--- config.mk ---
export PLATFORM = sky130hd
export DESIGN_NAME = calc_arbiter
export DESIGN_NICKNAME = d
export VERILOG_FILES = /design/src/rtl/calc_arb_pkg.sv /design/src/rtl/calc_arbiter_rr_pick.sv /design/src/rtl/calc_arbiter.sv
export SDC_FILE = /design/constraint.sdc
export NUM_CORES = 1
export LEC_CHECK = 0
export ABC_AREA = 1
export CORE_MARGIN = 4
export CORE_UTILIZATION = 45
export CTS_CLUSTER_DIAMETER = 80
export DETAILED_ROUTE_END_ITERATION = 7
export PLACE_DENSITY = 0.68
export REMOVE_ABC_BUFFERS = 1
export SETUP_SLACK_MARGIN = 0.15
export SYNTH_ARGS = -nofsm -noshare
export SYNTH_HDL_FRONTEND = slang
export SYNTH_SLANG_ARGS = --single-unit
--- constraint.sdc ---
create_clock -name clk -period 3.2 [get_ports clk]
set_input_delay 0.48 -clock clk [delete_from_list [all_inputs] [get_ports clk]]
set_output_delay 0.48 -clock clk [all_outputs]
set_load 0.03 [all_outputs]
--- src/rtl/calc_arb_pkg.sv ---
// Shared types, defaults and helpers for the profile_gen calculation arbiter.
package calc_arb_pkg;

    typedef enum logic [1:0] {
        S_IDLE      = 2'd0,
        S_GRANT     = 2'd1,
        S_WAIT_DONE = 2'd2
    } arb_state_e;

    localparam int DEF_N_CH           = 32'sd8;
    localparam int DEF_CH_W           = 32'sd3;
    localparam int DEF_TIMEOUT_CYCLES = 32'sd1000;

    // Smallest r with 2**r >= value.
    function automatic int clog2(input int value);
        int result;
        result = 32'sd0;
        for (int i = 32'sd0; i < 32'sd31; i++) begin
            if ((32'sd1 << i) < value) begin
                result = i + 32'sd1;
            end else begin
                result = result;
            end
        end
        return result;
    endfunction

endpackage

--- src/rtl/calc_arbiter_rr_pick.sv ---
// Round-robin picker: first set request at or above ptr, wrapping at N_CH-1 -> 0.
module rr_pick
    import calc_arb_pkg::*;
#(
    parameter int N_CH = DEF_N_CH,
    parameter int CH_W = DEF_CH_W
) (
    input  logic [N_CH-1:0] req,
    input  logic [CH_W-1:0] ptr,
    output logic [CH_W-1:0] winner,
    output logic            any_req
);

    logic [2*N_CH-1:0] dbl_s;
    logic [N_CH-1:0]   rot_s;
    logic [CH_W-1:0]   off_s;
    logic [CH_W:0]     sum_s;

    // Rotating a doubled copy puts req[ptr] at bit 0.
    assign dbl_s   = {req, req} >> ptr;
    assign rot_s   = dbl_s[N_CH-1:0];
    assign any_req = |req;

    // Lowest set bit of the rotated vector; scanning downward lets the lowest win.
    always_comb begin
        off_s = {CH_W{1'b0}};
        for (int i = N_CH - 32'sd1; i >= 32'sd0; i--) begin
            if (rot_s[i]) begin
                off_s = CH_W'(i);
            end else begin
                off_s = off_s;
            end
        end
    end

    // Rotate the index back, modulo N_CH.
    always_comb begin
        sum_s = {1'b0, ptr} + {1'b0, off_s};
        if (sum_s >= (CH_W + 1)'(N_CH)) begin
            winner = CH_W'(sum_s - (CH_W + 1)'(N_CH));
        end else begin
            winner = sum_s[CH_W-1:0];
        end
    end

endmodule

--- src/rtl/calc_arbiter.sv ---
// Shares one profile_gen engine among N_CH acc_step_gen channels in round-robin order,
// routing completions back and tracking overrun, timeout and spurious-done errors.
module calc_arbiter
    import calc_arb_pkg::*;
#(
    parameter int N_CH           = DEF_N_CH,
    parameter int CH_W           = DEF_CH_W,
    parameter int TIMEOUT_CYCLES = DEF_TIMEOUT_CYCLES
) (
    input  logic            clk,
    input  logic            reset,
    input  logic [N_CH-1:0] start_calc,
    output logic [N_CH-1:0] acc_calc_done,
    output logic            calc_start,
    output logic [CH_W-1:0] calc_sel,
    input  logic            calc_done,
    input  logic            clear_errors,
    output logic [N_CH-1:0] pending,
    output logic            busy,
    output logic            error_overrun,
    output logic            error_calc_timeout,
    output logic            error_spurious_done
);

    localparam int              CNT_W    = (clog2(TIMEOUT_CYCLES) > 32'sd0) ? clog2(TIMEOUT_CYCLES) : 32'sd1;
    localparam logic [CNT_W-1:0] CNT_LAST = CNT_W'(TIMEOUT_CYCLES - 32'sd1);
    localparam logic [CH_W-1:0]  LAST_CH  = CH_W'(N_CH - 32'sd1);
    localparam logic [N_CH-1:0]  CH_ONE   = N_CH'(1'b1);

    if (clog2(N_CH) > CH_W) begin : g_ch_w_check
        $error("calc_arbiter: CH_W too narrow for N_CH");
    end

    arb_state_e      state_r, state_s;
    logic [N_CH-1:0] pending_r, pending_s, eff_s, grant_clear_s;
    logic [CH_W-1:0] rr_ptr_r, rr_ptr_s, calc_sel_r, calc_sel_s, winner_s, ptr_after_s;
    logic [CNT_W-1:0] wait_cnt_r, wait_cnt_s;
    logic            calc_start_r, calc_start_s, busy_r, busy_s, any_req_s;
    logic [N_CH-1:0] acc_calc_done_r, acc_calc_done_s;
    logic            err_overrun_r, err_overrun_s, err_timeout_r, err_timeout_s;
    logic            err_spurious_r, err_spurious_s, timeout_ev_s;

    assign eff_s = pending_r | start_calc;

    rr_pick #(.N_CH(N_CH), .CH_W(CH_W)) u_rr_pick (
        .req     (eff_s),
        .ptr     (rr_ptr_r),
        .winner  (winner_s),
        .any_req (any_req_s)
    );

    assign ptr_after_s = (calc_sel_r == LAST_CH) ? {CH_W{1'b0}} : calc_sel_r + CH_W'(1'b1);

    // Next-state, grant and completion decode.
    always_comb begin
        state_s         = state_r;
        rr_ptr_s        = rr_ptr_r;
        calc_sel_s      = calc_sel_r;
        wait_cnt_s      = wait_cnt_r;
        calc_start_s    = 1'b0;
        acc_calc_done_s = {N_CH{1'b0}};
        grant_clear_s   = {N_CH{1'b0}};
        timeout_ev_s    = 1'b0;
        case (state_r)
            S_IDLE: begin
                if (any_req_s) begin
                    calc_sel_s    = winner_s;
                    grant_clear_s = CH_ONE << winner_s;
                    state_s       = S_GRANT;
                end else begin
                    state_s = S_IDLE;
                end
            end
            S_GRANT: begin
                calc_start_s = 1'b1;
                wait_cnt_s   = {CNT_W{1'b0}};
                state_s      = S_WAIT_DONE;
            end
            S_WAIT_DONE: begin
                // Completion takes priority over a timeout landing in the same cycle.
                if (calc_done) begin
                    acc_calc_done_s = CH_ONE << calc_sel_r;
                    rr_ptr_s        = ptr_after_s;
                    state_s         = S_IDLE;
                end else if (wait_cnt_r == CNT_LAST) begin
                    timeout_ev_s = 1'b1;
                    rr_ptr_s     = ptr_after_s;
                    state_s      = S_IDLE;
                end else begin
                    wait_cnt_s = wait_cnt_r + CNT_W'(1'b1);
                end
            end
            default: begin
                state_s = S_IDLE;
            end
        endcase
    end

    // Request queue, busy and sticky error flags; a new event beats clear_errors.
    always_comb begin
        pending_s      = (pending_r | start_calc) & ~grant_clear_s;
        busy_s         = (state_s != S_IDLE);
        err_overrun_s  = (err_overrun_r & ~clear_errors) | (|(start_calc & pending_r));
        err_timeout_s  = (err_timeout_r & ~clear_errors) | timeout_ev_s;
        err_spurious_s = (err_spurious_r & ~clear_errors) | (calc_done & (state_r != S_WAIT_DONE));
    end

    // State and output registers; reset drops queued requests and rewinds the pointer.
    always_ff @(posedge clk) begin
        if (reset) begin
            state_r         <= S_IDLE;
            pending_r       <= {N_CH{1'b0}};
            rr_ptr_r        <= {CH_W{1'b0}};
            calc_sel_r      <= {CH_W{1'b0}};
            wait_cnt_r      <= {CNT_W{1'b0}};
            calc_start_r    <= 1'b0;
            acc_calc_done_r <= {N_CH{1'b0}};
            busy_r          <= 1'b0;
            err_overrun_r   <= 1'b0;
            err_timeout_r   <= 1'b0;
            err_spurious_r  <= 1'b0;
        end else begin
            state_r         <= state_s;
            pending_r       <= pending_s;
            rr_ptr_r        <= rr_ptr_s;
            calc_sel_r      <= calc_sel_s;
            wait_cnt_r      <= wait_cnt_s;
            calc_start_r    <= calc_start_s;
            acc_calc_done_r <= acc_calc_done_s;
            busy_r          <= busy_s;
            err_overrun_r   <= err_overrun_s;
            err_timeout_r   <= err_timeout_s;
            err_spurious_r  <= err_spurious_s;
        end
    end

    assign acc_calc_done       = acc_calc_done_r;
    assign calc_start          = calc_start_r;
    assign calc_sel            = calc_sel_r;
    assign pending             = pending_r;
    assign busy                = busy_r;
    assign error_overrun       = err_overrun_r;
    assign error_calc_timeout  = err_timeout_r;
    assign error_spurious_done = err_spurious_r;

endmodule

==> impl_metrics.env <==
export IMPL_status="finished clean"
export IMPL_power_switching_mw=0.444
export IMPL_ys_ff_latch=39
export IMPL_slew_headroom_pct=68.1
export IMPL_routed_wl_mm=5.67
export IMPL_hold_buffers=0
export IMPL_min_period_ns=2.80
export IMPL_cts_htree_levels=2
export IMPL_crit_fanout=4
export IMPL_cts_tree="built"
export IMPL_firstDrtPassIters=4
export IMPL_netlist_area_um2=2320
export IMPL_dpl_worst_slack_ns=-0.0805
export IMPL_route_detailed_drc=0
export IMPL_cts_sinks=39
export IMPL_ios=36
export IMPL_n_antenna_cell=0
export IMPL_place_inst=423
export IMPL_layout_cells_non_filler=432
export IMPL_synthToLayoutAreaGrowth_pct=27.6
export IMPL_dp_hpwl_mm=4.39
export IMPL_num_rows=25
export IMPL_numCtsBuffers=5
export IMPL_rsz0062_at_grt="false"
export IMPL_routabilityCongestion=0.889
export IMPL_grt_max_degree=13
export IMPL_drv_slew=0
export IMPL_hold_viol_final=0
export IMPL_grt_pass1_vias=2144
export IMPL_final_nets=384
export IMPL_die_area_um2=6360
export IMPL_p_leak_nw=1.30
export IMPL_ff_latch_area_um2=782
export IMPL_synth_cell_types=36
export IMPL_fin_crit_sh_pct=87.5
export IMPL_end_kind="flop"
export IMPL_grt_pass1_wl_mm=9.62
export IMPL_die_x_um=79.7
export IMPL_worstPathRequired_ns=3.40
export IMPL_die_h_um=79.7
export IMPL_worst_pin_slew_ns=0.477
export IMPL_fmax_mhz=357
export IMPL_setup_violations=0
export IMPL_start_kind="input port"
export IMPL_seq_power_share_pct=43.2
export IMPL_vdd_ir_drop_worst_mv=0.262
export IMPL_drtIter0Drc=69
export IMPL_internal_power_mw=0.821
export IMPL_power_frac_comb_pct=30.8
export IMPL_cts_buffer_depth=2
export IMPL_worst_ep_arrival_time_ns=2.99
export IMPL_power_total_mw=1.26
export IMPL_clk_latency_ns=0.29
export IMPL_multi_input_area_um2=1370
export IMPL_cap_violations=0
export IMPL_grt_usage_pct=19.1
export IMPL_cts_root_buf="clkbuf_8"
export IMPL_synth_warnings=0
export IMPL_clockPowerShare_pct=26.0
export IMPL_clk_pin_slew_worst_paths_ns=0.08
export IMPL_layout_drive_gt1_share_pct=23.0
export IMPL_core_area_um2=4850
export IMPL_synth_edf_count=0
export IMPL_worstSetupPathType="in2reg"
export IMPL_seq_area_frac_synth_pct=33.7
export IMPL_wl_per_cell_um=13.1
export IMPL_setup_tns_ns=0
export IMPL_power_density_nw_per_um2=428
export IMPL_drtAntennaViolNets=0
export IMPL_antenna_found_initial=0
export IMPL_holdCritPathClass="reg2reg"
export IMPL_synthFlopType="dfxtp_1"
export IMPL_start_util_pct=47.8
export IMPL_clock_skew_ns=0.00587
export IMPL_synthArstFlopShare_pct=0
export IMPL_switching_share_pct=35.1
export IMPL_grt_overflow=0
export IMPL_drt_vias_per_instance=5.06
export IMPL_nFillCells=438
export IMPL_avgSynthCellArea_um2=7.42
export IMPL_hold_ws_ns=0.462
export IMPL_fin_ws_ns=0.401
export IMPL_synth_cells=312
export IMPL_portBuffers=35
export IMPL_vias=2184
==> metal layers <==
layer | track usage (%) | wire length (um) | vias to the layer above
li1 | - | - | 1117
met1 | 24.7 | 2680 | 1018
met2 | 32.9 | 2740 | 41
met3 | 3.05 | 188 | 8
met4 | 4.90 | 60 | 0
met5 | 0 | 0 | -
==> critical path: stages <==
cell and delay, ns:
clkdlybuf4s50_1 0.52, nor2_4 0.06, nand2_2 0.08, nand3_2 0.09
nand2_1 0.07, nand2_1 0.05, nand2_1 0.08, nand2_1 0.06
nand2_1 0.06, nand2_1 0.05, nand2_1 0.05, nand2_1 0.04
a21boi_1 0.12, ha_1 0.15, inv_1 0.05, fa_2 0.57
inv_1 0.09, nor2_2 0.14, nand3_1 0.10, nand2_1 0.06
inv_1 0.03
==> registers in the layout, summed over array words and instances (netlist names) <==
register	cells
calc_sel	3
error_calc_timeout	1
state_r	2
busy	1
rr_ptr_r	3
wait_cnt_r	10
acc_calc_done	8
error_overrun	1
calc_start	1
pending	8
error_spurious_done	1
==> metrics by stage <==
stage / area (um^2) / utilization, %
floorplan: 2260 / -
global placement: 2820 / 58.1
detailed placement: 2820 / 58.1
CTS: 2900 / 59.9
global route: 2950 / 60.9
finish: 2950 / 60.9
==> cells in the final DEF (no fill, tap or decap), drive strengths merged <==
cell / n
ha: 7
nand4: 7
or2: 1
a21oi: 20
a211oi: 3
nor4: 1
xor2: 2
a221oi: 1
o21bai: 2
dfxtp: 39
nor3: 6
inv: 34
o21ai: 13
a21boi: 1
clkinvlp: 1
clkbuf: 6
fa: 1
nor2: 40
nand3: 36
nand2: 88
clkinv: 2
dlymetal6s2s: 7
clkdlybuf4s50: 28
buf: 17
or4: 1
a41oi: 1
==> synthesized netlist by cell type, types with 3 or more instances <==
library cell  number  area [um^2]
nand2_4            5         56.3
nand3_1           26          130
inv_1             30          113
nor2_4             8         90.1
nor2_2             3         18.8
buf_6              3         33.8
o21ai_0           13         65.1
a211oi_1           3         22.5
nand2_1           69          259
nor3_1             6         30.0
nand4_1            7         43.8
nand3_2            9         90.1
a21oi_1           15         75.1
dfxtp_1           39          781
nor2_1            28          105
a21oi_2            5         43.8
nand2_2           14         87.6
ha_1               7         87.6
==> logic make-up (layout without fill, tap and decap cells) <==
| family | Yosys count | after routing | share of synthesized area (%) |
|---|---|---|---|
| buf+inv | 42 | 95 | 8.43 |
| xor+xnor | 2 | 2 | 0.756 |
| simple gates | 180 | 180 | 41.8 |
| compound gates | 41 | 41 | 10.6 |
| fa+ha+maj | 8 | 8 | 4.65 |
| flops | 39 | 39 | 33.7 |
==> path summary, 6_finish.rpt <==
check	from	cells after the start	slack, ns	endpoint
worst min-delay path	wait_cnt_r[8]	2	0.46	wait_cnt_r[8]
worst max register to register	rr_ptr_r[1]	18	0.44	pending[5]
worst min register to register	wait_cnt_r[8]	2	0.46	wait_cnt_r[8]
worst max-delay path	start_calc[4]	21	0.40	pending[5]
==> power by group through the flow <==
| stage | clock [mW] | sequential [mW] | combinational, mW |
|---|---|---|---|
| after floorplan | 0 | 0.594 | 0.195 |
| after global placement | 0 | 0.555 | 0.378 |
| after detailed placement | 0 | 0.556 | 0.381 |
| after CTS | 0.333 | 0.545 | 0.382 |
| after global routing | 0.354 | 0.551 | 0.428 |
| final | 0.329 | 0.546 | 0.390 |
==> layout make-up <==
cell class / instances / area share, %
Clock buffer: 6 / 2.46
Clock inverter: 2 / 0.424
Inverter: 35 / 4.83
Multi-Input combinational cell: 231 / 46.2
Sequential cell: 39 / 26.5
Tap cell: 67 / 2.84
Timing Repair Buffer: 52 / 16.8
==> timing repair <==
| item | in CTS | in global routing |
|---|---|---|
| setup endpoints to repair | 0 | 9 |
| gates resized for setup | 0 | 18 |
| buffers inserted | 0 | 1 |
Note: power is estimated with default switching activity, not from simulation.
==> variant (same settings) <==
The 3 states of `arb_state_e` get a one-hot encoding in 3 bits.
--- a/src/rtl/calc_arb_pkg.sv
+++ b/src/rtl/calc_arb_pkg.sv
@@ -2,8 +2,8 @@
 package calc_arb_pkg;
 
-    typedef enum logic [1:0] {
-        S_IDLE      = 2'd0,
-        S_GRANT     = 2'd1,
-        S_WAIT_DONE = 2'd2
+    typedef enum logic [2:0] {
+        S_IDLE      = 3'b001,
+        S_GRANT     = 3'b010,
+        S_WAIT_DONE = 3'b100
     } arb_state_e;
 
Function: no difference found for any inputs over 10 cycles, from zero or initial values and one cycle with reset high; not proved beyond that.
==> variant against the original RTL <==
  * Global-route usage increased by 0.75 points
  * Critical path type is now register to register
  * Worst hold slack improved by 0.0021 ns
  * Power increased by 0.93%
  * Synthesized area decreased by 1.6%
  * Wire length grew 0.44%
  * First-iteration DRC count rose by 100%
  * Design area grew 1.4%
  * Sequential cell count rose by 1
  * Worst setup slack better by 0.055 ns
==> variant: results (changes against the original RTL) <==
* Critical path's slowest cell: fa_1
* Vias at 2245 (+2.8%)
* Drt wl/cell at 12.7 µm (-2.9%)
* Status: finished clean
* Post-synthesis sequential area ratio at 35.1% (+1.4 points)
* Gate count of the mapped netlist at 325 (+4.2%)
* First-pass GRT wire length at 9980 µm (+3.7%)
* Commonest cells post-synth: nand2_1 (84), dfxtp_1 (40), nand3_1 (35)
* Crit-path max cell delay at 0.53 ns (-0.04 ns)
* Root Buffer Master: clkbuf_8
* LEAKAGE at 1.28 nW (-0.96%)
* Worst Tran Pin Value at 0.433 ns (-0.0437 ns)
* Peak supply drop at 252 µV (-3.6%)
* Initial antenna violation count at 0 (unchanged)
* Max reg flops at 10 (unchanged)
* DP HPWL at 4330 µm (-1.4%)
* Post-synth ARST share at 0% (unchanged)
* Final Non-Filler Cells at 447 (+3.5%)
* Worst Skew at 0.0109 ns (+0.00506 ns)
* CP delay by family, top: simple AND/OR/NAND/NOR gates
* H-tree depth at 2 (unchanged)
* Cell count after placement at 439 (+3.8%)
* Drt first pass iters at 5 (+1)
* Largest net degree at the start of global routing at 21 (+8)
* Total track usage at 19.8% (+0.75 points)
* Synth area leaders: dfxtp_1 (35%), nand2_1 (14%), nand3_1 (7.7%)
* Met1 Use GR at 26.7% (+2.0 points)
* Top FF cell, synth: dfxtp_1
* Ant diodes at 0 (unchanged)
* Number of fillers in the final layout at 462 (+5.5%)
* Later-pin clock latency in the skew report at 0.29 ns (about the same)
* PortBufs at 35 (unchanged)
* CTS Buf Count at 5 (unchanged)
* Setup Buffers After CTS at 0 (unchanged)
* Met2 Use GR at 31.7% (-1.2 points)
* Crit-path max FO at 10 (+6)
* Final nets at 399 (+3.9%)
* Clk slew on worst S/H paths at 0.08 ns (about the same)
* Max_cap viols at 0 (unchanged)
* Largest reg by FF count: wait_cnt_r
* Gr busiest metal: met2
* Maximum clock path buffer count at 2 (unchanged)
* Gpl congestion at 0.866 (-2.6%)
* Ys Warns at 0 (unchanged)
* Synth unique cells at 37 (+2.8%)
* Initial drt markers at 141 (+100%)
* Met3 GRT Util at 4.31% (+1.3 points)
* Layout cell share with drive strength beyond 1 at 19.2% (-3.8 points)
* Hold WC Path Type: register to register
## variant: cell count changes after synthesis, moves of 4 or more
cell / unedited run / this run
nand2_1: 69 / 84
nand2_2: 14 / 7
nand3_1: 26 / 35
nand3_2: 9 / 3
nor2_1: 28 / 32
nor2_4: 8 / 2
## variant: what timing repair did
| action | CTS | global route |
|---|---|---|
| pin swaps | 0 | 6 |
| endpoints found under the setup margin | 9 | 10 |
| gates resized for setup | 3 | 26 |
| hold buffers | 0 | 0 |
| hold endpoints to repair | 0 | 0 |
## variant: final timing paths
| path | from | endpoint | slack (ns) | depth (start not counted) |
|---|---|---|---|---|
| worst max-delay path | rr_ptr_r[0] | pending[6] | 0.46 | 19 |
| worst min-delay path | error_spurious_done | error_spurious_done | 0.46 | 2 |
| worst max register to register | rr_ptr_r[0] | pending[6] | 0.46 | 19 |
| worst min register to register | error_spurious_done | error_spurious_done | 0.46 | 2 |
## variant: worst min-delay path, stage by stage, from the launching register on
cell and delay, ns:
dfxtp_1 0.31, nand2_1 0.06, a21oi_1 0.05
## variant: routing by layer
layer  wire [µm]  up-vias
met5           0        -
met4          53        0
met3         269        5
met2        2620       47
met1        2750     1028
li1            -     1165
## variant: report_power, final
part,leakage [nW],switching (mW),internal [mW]
Clock,0.0445,0.175,0.175
Sequential,0.328,0.0374,0.531
Combinational,0.912,0.215,0.142
## variant: layout make-up
cell class / count / share of cell area [%]
flip-flops and latches: 40 / 26.9
clock buffers: 7 / 2.88
inverters: 38 / 5.18
clock inverters: 1 / 0.251
well taps: 67 / 2.80
repair buffers: 52 / 16.6
multi-input cells: 242 / 45.4
## variant: kinds of logic (layout without fill, tap and decap cells)
kind of cell | after synthesis | in the layout | synth area share, %
adder cells (fa/ha/maj) | 8 | 8 | 4.72
flip-flops | 40 | 40 | 35.1
XOR/XNOR | 4 | 4 | 1.54
buffers and inverters | 43 | 98 | 8.24
AO/OA/AOI/OAI | 37 | 37 | 9.83
AND/OR/NAND/NOR | 193 | 193 | 40.5
## variant: per-stage QoR
step | utilization (%) | power, mW | worst slack [ns] | instance area, µm² | TNS (ns)
after detailed placement | 58.3 | 0.920 | -0.223 | 2810 | -1.67
after CTS | 60.5 | 1.28 | 0.171 | 2910 | 0
final | 62.2 | 1.28 | 0.456 | 3000 | 0
after floorplan | - | 0.778 | 0.517 | 2250 | 0
after global placement | 58.3 | 0.915 | -0.0863 | 2810 | -0.596
after global routing | 62.2 | 1.36 | 0.173 | 3000 | 0
